## config.mk

```make
export PLATFORM = sky130hd
export DESIGN_NAME = des_subkey_gen
export DESIGN_NICKNAME = d
export VERILOG_FILES = /design/src/rtl/des_subkey_gen.sv
export SDC_FILE = /design/constraint.sdc
export NUM_CORES = 1
export LEC_CHECK = 0
export CAP_MARGIN = 5
export CORE_MARGIN = 3
export CORE_UTILIZATION = 48
export DETAILED_ROUTE_END_ITERATION = 7
export MAX_ROUTING_LAYER = met4
export PLACE_DENSITY = 0.78
export RECOVER_POWER = 100
export SYNTH_ARGS = -nofsm -noshare
export SYNTH_HDL_FRONTEND = slang
export SYNTH_SLANG_ARGS = --single-unit
```

## constraint.sdc

```tcl
create_clock -name clk -period 2 [get_ports clk]
set_input_delay 0.2 -clock clk [delete_from_list [all_inputs] [get_ports clk]]
set_output_delay 0.2 -clock clk [all_outputs]
set_load 0.005 [all_outputs]
```

## src/rtl/des_subkey_gen.sv

```systemverilog
// des_subkey_gen
//   Sequential DES key schedule. After a start, presents one 48-bit round
//   subkey per accepted valid/ready transfer, 16 in total. Encrypt order is
//   K1..K16 using left rotations. Decrypt order is K16..K1, rebuilt on the fly
//   with right rotations, so no subkey store is kept.
//
// Ports
//   clk        in   1   rising-edge clock
//   rst_n      in   1   asynchronous active-low reset
//   start      in   1   begin a schedule (sampled only while idle)
//   decrypt    in   1   0 = K1..K16, 1 = K16..K1 (sampled with start)
//   key_in     in   64  DES key, bit 63 = DES bit 1 (sampled with start)
//   sk_ready   in   1   consumer accepts the presented subkey
//   sk_valid   out  1   subkey / round_idx / sk_last are valid
//   subkey     out  48  PC-2 output, bit 47 = DES bit 1
//   round_idx  out  4   DES round number minus 1 of the presented subkey
//   sk_last    out  1   presented subkey is the 16th of the schedule
//   busy       out  1   schedule in progress
//   key_err    out  1   one-cycle pulse: start refused on a key parity fault
module des_subkey_gen #(
  parameter bit PARITY_CHECK = 1'b0
) (
  input  logic        clk,
  input  logic        rst_n,
  input  logic        start,
  input  logic        decrypt,
  input  logic [63:0] key_in,
  input  logic        sk_ready,
  output logic        sk_valid,
  output logic [47:0] subkey,
  output logic [3:0]  round_idx,
  output logic        sk_last,
  output logic        busy,
  output logic        key_err
);

  localparam logic [0:0] ST_IDLE    = 1'b0;
  localparam logic [0:0] ST_PRESENT = 1'b1;

  // DES bit numbers (1 = MSB of key_in); first 28 entries form C, last 28 form D.
  // Parity bits 8,16,..,64 never appear here.
  localparam int PC1_TAB [56] = '{
    57, 49, 41, 33, 25, 17,  9,  1, 58, 50, 42, 34, 26, 18,
    10,  2, 59, 51, 43, 35, 27, 19, 11,  3, 60, 52, 44, 36,
    63, 55, 47, 39, 31, 23, 15,  7, 62, 54, 46, 38, 30, 22,
    14,  6, 61, 53, 45, 37, 29, 21, 13,  5, 28, 20, 12,  4
  };

  // Positions in the 56-bit {C,D} (1 = MSB of C).
  localparam int PC2_TAB [48] = '{
    14, 17, 11, 24,  1,  5,  3, 28, 15,  6, 21, 10,
    23, 19, 12,  4, 26,  8, 16,  7, 27, 20, 13,  2,
    41, 52, 31, 37, 47, 55, 30, 40, 51, 45, 33, 48,
    44, 49, 39, 56, 34, 53, 46, 42, 50, 36, 29, 32
  };

  function automatic logic [55:0] pc1_perm(input logic [63:0] k);
    logic [55:0] r;
    r = 56'd0;
    for (int i = 0; i < 56; i++) begin
      r[55-i] = k[64-PC1_TAB[i]];
    end
    return r;
  endfunction

  function automatic logic [47:0] pc2_perm(input logic [55:0] cd);
    logic [47:0] r;
    r = 48'd0;
    for (int i = 0; i < 48; i++) begin
      r[47-i] = cd[56-PC2_TAB[i]];
    end
    return r;
  endfunction

  // Odd parity required in every byte.
  function automatic logic key_parity_ok(input logic [63:0] k);
    logic ok;
    ok = 1'b1;
    for (int i = 0; i < 8; i++) begin
      ok = ok & (^k[8*i +: 8]);
    end
    return ok;
  endfunction

  // Shift amount for 0-based round index: rounds 1,2,9,16 shift by one.
  function automatic logic shift_is_two(input logic [3:0] idx);
    logic two;
    case (idx)
      4'd0, 4'd1, 4'd8, 4'd15: two = 1'b0;
      default:                 two = 1'b1;
    endcase
    return two;
  endfunction

  function automatic logic [27:0] rotl28(input logic [27:0] x, input logic two);
    return two ? {x[25:0], x[27:26]} : {x[26:0], x[27]};
  endfunction

  function automatic logic [27:0] rotr28(input logic [27:0] x, input logic two);
    return two ? {x[1:0], x[27:2]} : {x[0], x[27:1]};
  endfunction

  logic [0:0]  state_q, state_d;
  logic [27:0] c_q, c_d, d_q, d_d;
  logic        dec_q, dec_d;
  logic [3:0]  cnt_q, cnt_d;
  logic        sk_valid_q, sk_valid_d;
  logic [47:0] subkey_q, subkey_d;
  logic [3:0]  round_idx_q, round_idx_d;
  logic        sk_last_q, sk_last_d;
  logic        busy_q, busy_d;
  logic        key_err_q, key_err_d;

  logic [55:0] pc1_s;
  logic [27:0] load_c_s, load_d_s;
  logic [27:0] adv_c_s, adv_d_s;
  logic        adv_two_s;

  // Load and advance candidates for C/D.
  always_comb begin
    pc1_s = pc1_perm(key_in);
    // Encrypt folds round 1's single left rotation into the load; decrypt
    // starts from C0/D0 because 28 total rotations give back the same halves.
    if (decrypt) begin
      load_c_s = pc1_s[55:28];
      load_d_s = pc1_s[27:0];
    end else begin
      load_c_s = rotl28(pc1_s[55:28], 1'b0);
      load_d_s = rotl28(pc1_s[27:0], 1'b0);
    end
    // Encrypt moves to round r+1 with that round's shift; decrypt undoes the
    // shift of the current round r.
    if (dec_q) begin
      adv_two_s = shift_is_two(round_idx_q);
      adv_c_s   = rotr28(c_q, adv_two_s);
      adv_d_s   = rotr28(d_q, adv_two_s);
    end else begin
      adv_two_s = shift_is_two(round_idx_q + 4'd1);
      adv_c_s   = rotl28(c_q, adv_two_s);
      adv_d_s   = rotl28(d_q, adv_two_s);
    end
  end

  // Next-state logic for the IDLE/PRESENT controller and output registers.
  always_comb begin
    state_d     = state_q;
    c_d         = c_q;
    d_d         = d_q;
    dec_d       = dec_q;
    cnt_d       = cnt_q;
    sk_valid_d  = sk_valid_q;
    subkey_d    = subkey_q;
    round_idx_d = round_idx_q;
    sk_last_d   = sk_last_q;
    busy_d      = busy_q;
    key_err_d   = 1'b0;
    case (state_q)
      ST_IDLE: begin
        if (start) begin
          if (PARITY_CHECK && !key_parity_ok(key_in)) begin
            key_err_d = 1'b1;
          end else begin
            state_d     = ST_PRESENT;
            c_d         = load_c_s;
            d_d         = load_d_s;
            dec_d       = decrypt;
            cnt_d       = 4'd0;
            sk_valid_d  = 1'b1;
            busy_d      = 1'b1;
            subkey_d    = pc2_perm({load_c_s, load_d_s});
            round_idx_d = decrypt ? 4'd15 : 4'd0;
            sk_last_d   = 1'b0;
          end
        end else begin
          state_d = ST_IDLE;
        end
      end
      ST_PRESENT: begin
        if (sk_valid_q && sk_ready) begin
          if (cnt_q == 4'd15) begin
            state_d    = ST_IDLE;
            sk_valid_d = 1'b0;
            busy_d     = 1'b0;
            sk_last_d  = 1'b0;
          end else begin
            c_d         = adv_c_s;
            d_d         = adv_d_s;
            cnt_d       = cnt_q + 4'd1;
            subkey_d    = pc2_perm({adv_c_s, adv_d_s});
            round_idx_d = dec_q ? (round_idx_q - 4'd1) : (round_idx_q + 4'd1);
            sk_last_d   = (cnt_q == 4'd14);
          end
        end else begin
          state_d = ST_PRESENT;
        end
      end
      default: begin
        state_d    = ST_IDLE;
        sk_valid_d = 1'b0;
        busy_d     = 1'b0;
        sk_last_d  = 1'b0;
      end
    endcase
  end

  // State and output registers with asynchronous reset.
  always_ff @(posedge clk or negedge rst_n) begin
    if (!rst_n) begin
      state_q     <= ST_IDLE;
      c_q         <= 28'd0;
      d_q         <= 28'd0;
      dec_q       <= 1'b0;
      cnt_q       <= 4'd0;
      sk_valid_q  <= 1'b0;
      subkey_q    <= 48'd0;
      round_idx_q <= 4'd0;
      sk_last_q   <= 1'b0;
      busy_q      <= 1'b0;
      key_err_q   <= 1'b0;
    end else begin
      state_q     <= state_d;
      c_q         <= c_d;
      d_q         <= d_d;
      dec_q       <= dec_d;
      cnt_q       <= cnt_d;
      sk_valid_q  <= sk_valid_d;
      subkey_q    <= subkey_d;
      round_idx_q <= round_idx_d;
      sk_last_q   <= sk_last_d;
      busy_q      <= busy_d;
      key_err_q   <= key_err_d;
    end
  end

  assign sk_valid  = sk_valid_q;
  assign subkey    = subkey_q;
  assign round_idx = round_idx_q;
  assign sk_last   = sk_last_q;
  assign busy      = busy_q;
  assign key_err   = key_err_q;

endmodule
```

======== Yosys cells after proc, flatten, opt, wreduce, memory -nomap -nowiden ========
Index checks and enable logic that the tools add are counted.
Widths: inputs -> output; s select.
storage, ports and cells
  register bits ........................... 116
  latch bits .............................. 0
  bits in writable memories ............... 0
  memory bits (read-only) ................. 0
  output and inout bits ................... 56
  word-level logic and storage cells ...... 80
  memories ................................ 0
operators by class
  $add $sub $neg .......................... 3
  $mul .................................... 0
  divide/modulo/power cells ............... 0
  magnitude comparators ................... 0
  equal/unequal tests ..................... 12
  shift operators ......................... 0
  mux-type cells .......................... 46
  bitwise gates (word level) .............. 1
  reductions and logical operators ........ 9
operators by type and width
  kind                 count
  $mux 28              14
  $mux 48              3
  $pmux 28 s2          2
  $pmux 48 s2          1
  $mux 4               8
  $eq 4x4->1 const B   6
  $pmux 4 s2           2
  $mux 1               13
  $add 4x1->4 const B  2
  $eq 4x1->1 const B   2
  $logic_not 4->1      2
  $reduce_or 4->1      2
  $pmux 1 s2           3
  $reduce_and 3->1     2
  $ne 2x1->1 const B   2
  $ne 2x2->1 const B   2
  $reduce_and 2->1     2
  $sub 4x1->4 const B  1
  $logic_and 1x1->1    1
  $not 1->1            1

======== Logic depth before layout (Yosys ltp) ========
  word-level depth ........................ 10
  gate-level depth with buffers ........... 9
  mapped depth without buffers ............ 7

======== Least setup slack after synthesis ========
Ideal clock, no wire load.
  path type ............................... reg2reg
  from .................................... register round_idx_q[0] (netlist: round_idx[0])
  to ...................................... register c_q[20]
  arrival ................................. 1.858 ns
  slack ................................... 0.010 ns
  stages on the path, launching flop included .. 10
  path buffers ............................ 2
  period minus slack after synthesis ...... 1.990 ns
  cell sequence ........................... dfrtp_1 > inv_1 > ha_1 > inv_1 > a31oi_1 > buf_2 > buf_6 > mux2_1 > a21oi_1 > o22ai_1
on the way
  cells in the longest elaborated chain, start to end .. 10
  elaborated cells between the ends (all ways) .. 21
  those cells by class .................... add/sub (1); eq/ne (6); mux (10); reduce/logical (4)
ends and longest elaborated chain
  what                                RTL line  text
  from (decl)                         109       logic [3:0] round_idx_q, round_idx_d;
  from (signal assigned)              228       round_idx_q <= round_idx_d;
  $add 4x1->4                         138       adv_two_s = shift_is_two(round_idx_q + 4'd1);
  $eq 4x1->1 (tied with other cells)  88        case (idx)
  $reduce_or 4->1                     88
  $mux 1                              88
  $mux 1                              133       if (dec_q) begin
  $mux 28                             96        return two ? {x[25:0], x[27:26]} : {x[26:0], x[27]};
  $mux 28 *                           133
  $mux 28 *                           180       if (cnt_q == 4'd15) begin
  $mux 28 *                           179       if (sk_valid_q && sk_ready) begin
  $pmux 28 s2 *                       157       case (state_q)
  to (signal assigned)                210       c_q <= 28'd0;
  to (signal assigned)                222       c_q <= c_d;
  to (decl)                           104       logic [27:0] c_q, c_d, d_q, d_d;
Every way passes the cells marked *; elsewhere a longest branch is shown, timed or not. The select of a mux whose other input is x is not followed.
A chain may end at the register's enable or synchronous reset.

======== Final worst setup path ========
  from .................................... register round_idx_q[0] (netlist: round_idx[0])
  to ...................................... register d_q[17]
on the way
  cells in the longest elaborated chain, start to end .. 10
  elaborated cells between the ends (all ways) .. 21
  those cells by class .................... add/sub (1); eq/ne (6); mux (10); reduce/logical (4)
ends and longest elaborated chain
  what                                RTL line  text
  $add 4x1->4                         138
  $eq 4x1->1 (tied with other cells)  88
  $reduce_or 4->1                     88
  $mux 1                              88
  $mux 1                              133
  $mux 28                             96
  $mux 28 *                           133
  $mux 28 *                           180
  $mux 28 *                           179
  $pmux 28 s2 *                       157
  to (signal assigned)                211       d_q <= 28'd0;
  to (signal assigned)                223       d_q <= d_d;
  to (decl)                           104
Marks and branches as above.

==> metrics <==
# port buffers 115; final total power 13.8 mW; Mapped Cells 695; Clock Path Buffers 2; WP data required 2.21 ns; largest net degree at the start of global routing 62; clk_lat worst skew 0.34 ns; Core ar. 0.0127 sq mm; min Tclk post-route 2.14 ns; Site Rows 41; Sink Count 68; final setup violation count 56; DR pass1 iterations 6; total gr overflow 0; met3 usage 0.0382; yosys warns 0; Crit Path Max Fanout 7; initial antenna violation count 0; CTS tree yes; met2 GRT Util 0.396; Yosys top cell by area dfrtp_1; Mapped Area 0.00624 sq mm; number of diodes 0; design area 0.00866 sq mm; f_max 468 MHz; Synth top area share 0.273; Peak VDD IR 0.635 mV; pins over their slew limit 25; max incr delay on CP 0.39 ns; # DRC 0; Max Cap Viol 1; Area growth, synth to finish 38.7%; Slew Limit Headroom -0.0132; layout cells sized above 1 0.266; prevailing post-synth register cell dfrtp_1; cell area power density 1600 mW/mm^2; Setup crit end kind flip-flop; Die Wd 120 um; total CTS buffers 9; Final Wtd Congestion 0.821; Final Routed Wirelength 19,100 um; fraction of registers with async set or reset after synthesis 1.00; CP Launch Type flip-flop; H-tree depth 3; die height 120 um; GR peak layer met2; Worst-path clk slew 0.06 ns; Final Cycle Share 1.07; number of synthesized register bits 68; Final Instance Count excl. Fillers 950; Worst Path Arrival 2.35 ns; crit-path cells buf_6, buf_6, ha_4, nand2b_4, a31oi_4, clkbuf_16, clkbuf_16, mux2_4, a21oi_1, o22ai_1; IO Count 125; wire per inst 20.1 um; critical path class flip-flop to flip-flop; first-pass GRT wire length 28,300 um; outcome finished, violations left; Initial Utilization 0.492; Tot GR Track Use 0.244; clk root buf clkbuf_16; GR Util met1 0.314; Final ANT Viol Nets 0; sequential-to-total area share from yosys stat 0.273; syn avg cell area 8.98 sq um; Final nets 849; DRT iter0 DRCs 647; DP Cell Count 910; Worst Hold Class flip-flop to flip-flop; synthesized net count 771; die footprint 0.0144 sq mm; final hold viol count 0; Final WS setup -0.137 ns; dpl cell area 0.00737 sq mm; CP max-delay cell dfrtp_1; DP Wirelength 11,000 um; Worst-Margin Slew 1.52 ns; vias per inst 6.12; failing checks capacitance limit, slew limit, setup timing; Synth cell types 39; clock skew 0.00750 ns; vias 5,813; unrepaired setup endpoints after global routing yes; Leakage 3.68 nW; Post-synth EDFFs 0; top post-synthesis cells by area dfrtp_1, mux2i_1, mux2_1; vias in the first global route 5,478
-- cell usage after synthesis, drive strengths merged (3+ instances only) --
| cell | instances |
|---|---|
| a21oi | 60 |
| a31oi | 4 |
| buf | 77 |
| clkbuf | 33 |
| dfrtp | 68 |
| ha | 7 |
| inv | 7 |
| mux2 | 57 |
| mux2i | 112 |
| nand2 | 63 |
| nand3 | 3 |
| nor2 | 7 |
| o21ai | 7 |
| o22ai | 56 |
| o31ai | 57 |
| or2 | 56 |
-- sequential cells by signal, indices dropped and copies added, names as in the netlist --
| signal | count |
|---|---|
| d_q | 27 |
| dec_q | 1 |
| round_idx | 4 |
| c_q | 27 |
| cnt_q | 4 |
| subkey | 2 |
| busy | 1 |
| state_q | 1 |
| sk_last | 1 |
-- power by group --
part	total [mW]	internal [mW]	switching, mW
Combinational	9.22	5.38	3.84
Sequential	2.80	1.88	0.920
Clock	1.83	1.22	0.616
-- cell usage in the layout (no fill, tap or decap), drive strengths merged, types with 3 or more instances in the layout --
cell | synthesis | final
bufinv | 0 | 3
o22ai | 56 | 56
inv | 7 | 7
a31oi | 4 | 4
mux2i | 112 | 112
or2 | 56 | 56
ha | 7 | 7
a21oi | 60 | 60
clkdlybuf4s50 | 0 | 112
o21ai | 7 | 7
nand2 | 63 | 63
clkbuf | 33 | 19
buf | 77 | 55
nand3 | 3 | 3
dfrtp | 68 | 68
nor2 | 7 | 7
o31ai | 57 | 57
mux2 | 57 | 57
-- area by class of cell --
| type | instances | area (sq um) |
|---|---|---|
| clock buffer | 11 | 233 |
| clock inverter | 5 | 100 |
| fill | 913 | 4010 |
| inverter | 7 | 26.3 |
| multi-input combinational | 510 | 4310 |
| sequential | 68 | 1700 |
| tap | 172 | 215 |
| timing repair buffer | 177 | 2060 |
-- per-stage QoR --
stage | util | TNS [ns] | setup WS, ns | hold slack, ns
finish | 0.683 | -4.26 | -0.137 | 0.496
floorplan | - | 0 | 0.0103 | -0.0956
global placement | 0.582 | -1.13 | -0.0482 | 0.242
global route | 0.683 | -12.63 | -0.189 | 0.554
CTS | 0.655 | -0.965 | -0.0659 | 0.438
detailed placement | 0.582 | -5.22 | -0.135 | 0.247
-- worst paths after layout --
path                         startpoint            to  slack [ns]  cells past startpoint
min reg2reg                     sk_last       sk_last        0.50                      2
min in group asynchronous         rst_n        d_q[8]        0.77                      2
max in group asynchronous         rst_n  round_idx[3]        0.08                      3
min                             sk_last       sk_last        0.50                      2
max                        round_idx[0]       d_q[17]       -0.14                     10
max reg2reg                round_idx[0]       d_q[17]       -0.14                     10
-- metal layers --
layer	routed length, um	up-vias
met1	8200	2871
met2	9310	247
li1	-	2659
met5	0	-
met4	353	0
met3	1190	36
-- critical path: cells and delay by family (launching register included) --
| family | cells | cell delay (ns) |
|---|---|---|
| buffers and inverters | 4 | 0.63 |
| adder cells (fa/ha/maj) | 1 | 0.14 |
| multiplexers | 1 | 0.30 |
| AND/OR/NAND/NOR | 1 | 0.06 |
| flip-flops | 1 | 0.39 |
| AO/OA/AOI/OAI | 3 | 0.49 |
-- cells by family (layout without fill, tap and decap cells) --
kind of cell,Yosys count,in the layout,synth area share
DFF,68,68,0.273
muxes,169,169,0.283
xor gates and xnor gates,4,4,0.00562
AOI/OAI and AO/OA,191,191,0.193
other,1,1,0.000601
adders and majority gates,7,7,0.0140
buffers and inverters,117,200,0.121
and+or+nand+nor,138,138,0.111
-- what timing repair did --
action	in CTS	in global routing
pin swaps	66	34
cloned	7	5
resized for setup	78	69
hold endpoints to repair	21	0
buffers inserted	11	2
hold buffers	1	0
endpoints found under the setup margin	56	58
Note: power is estimated with default switching activity, not from simulation.
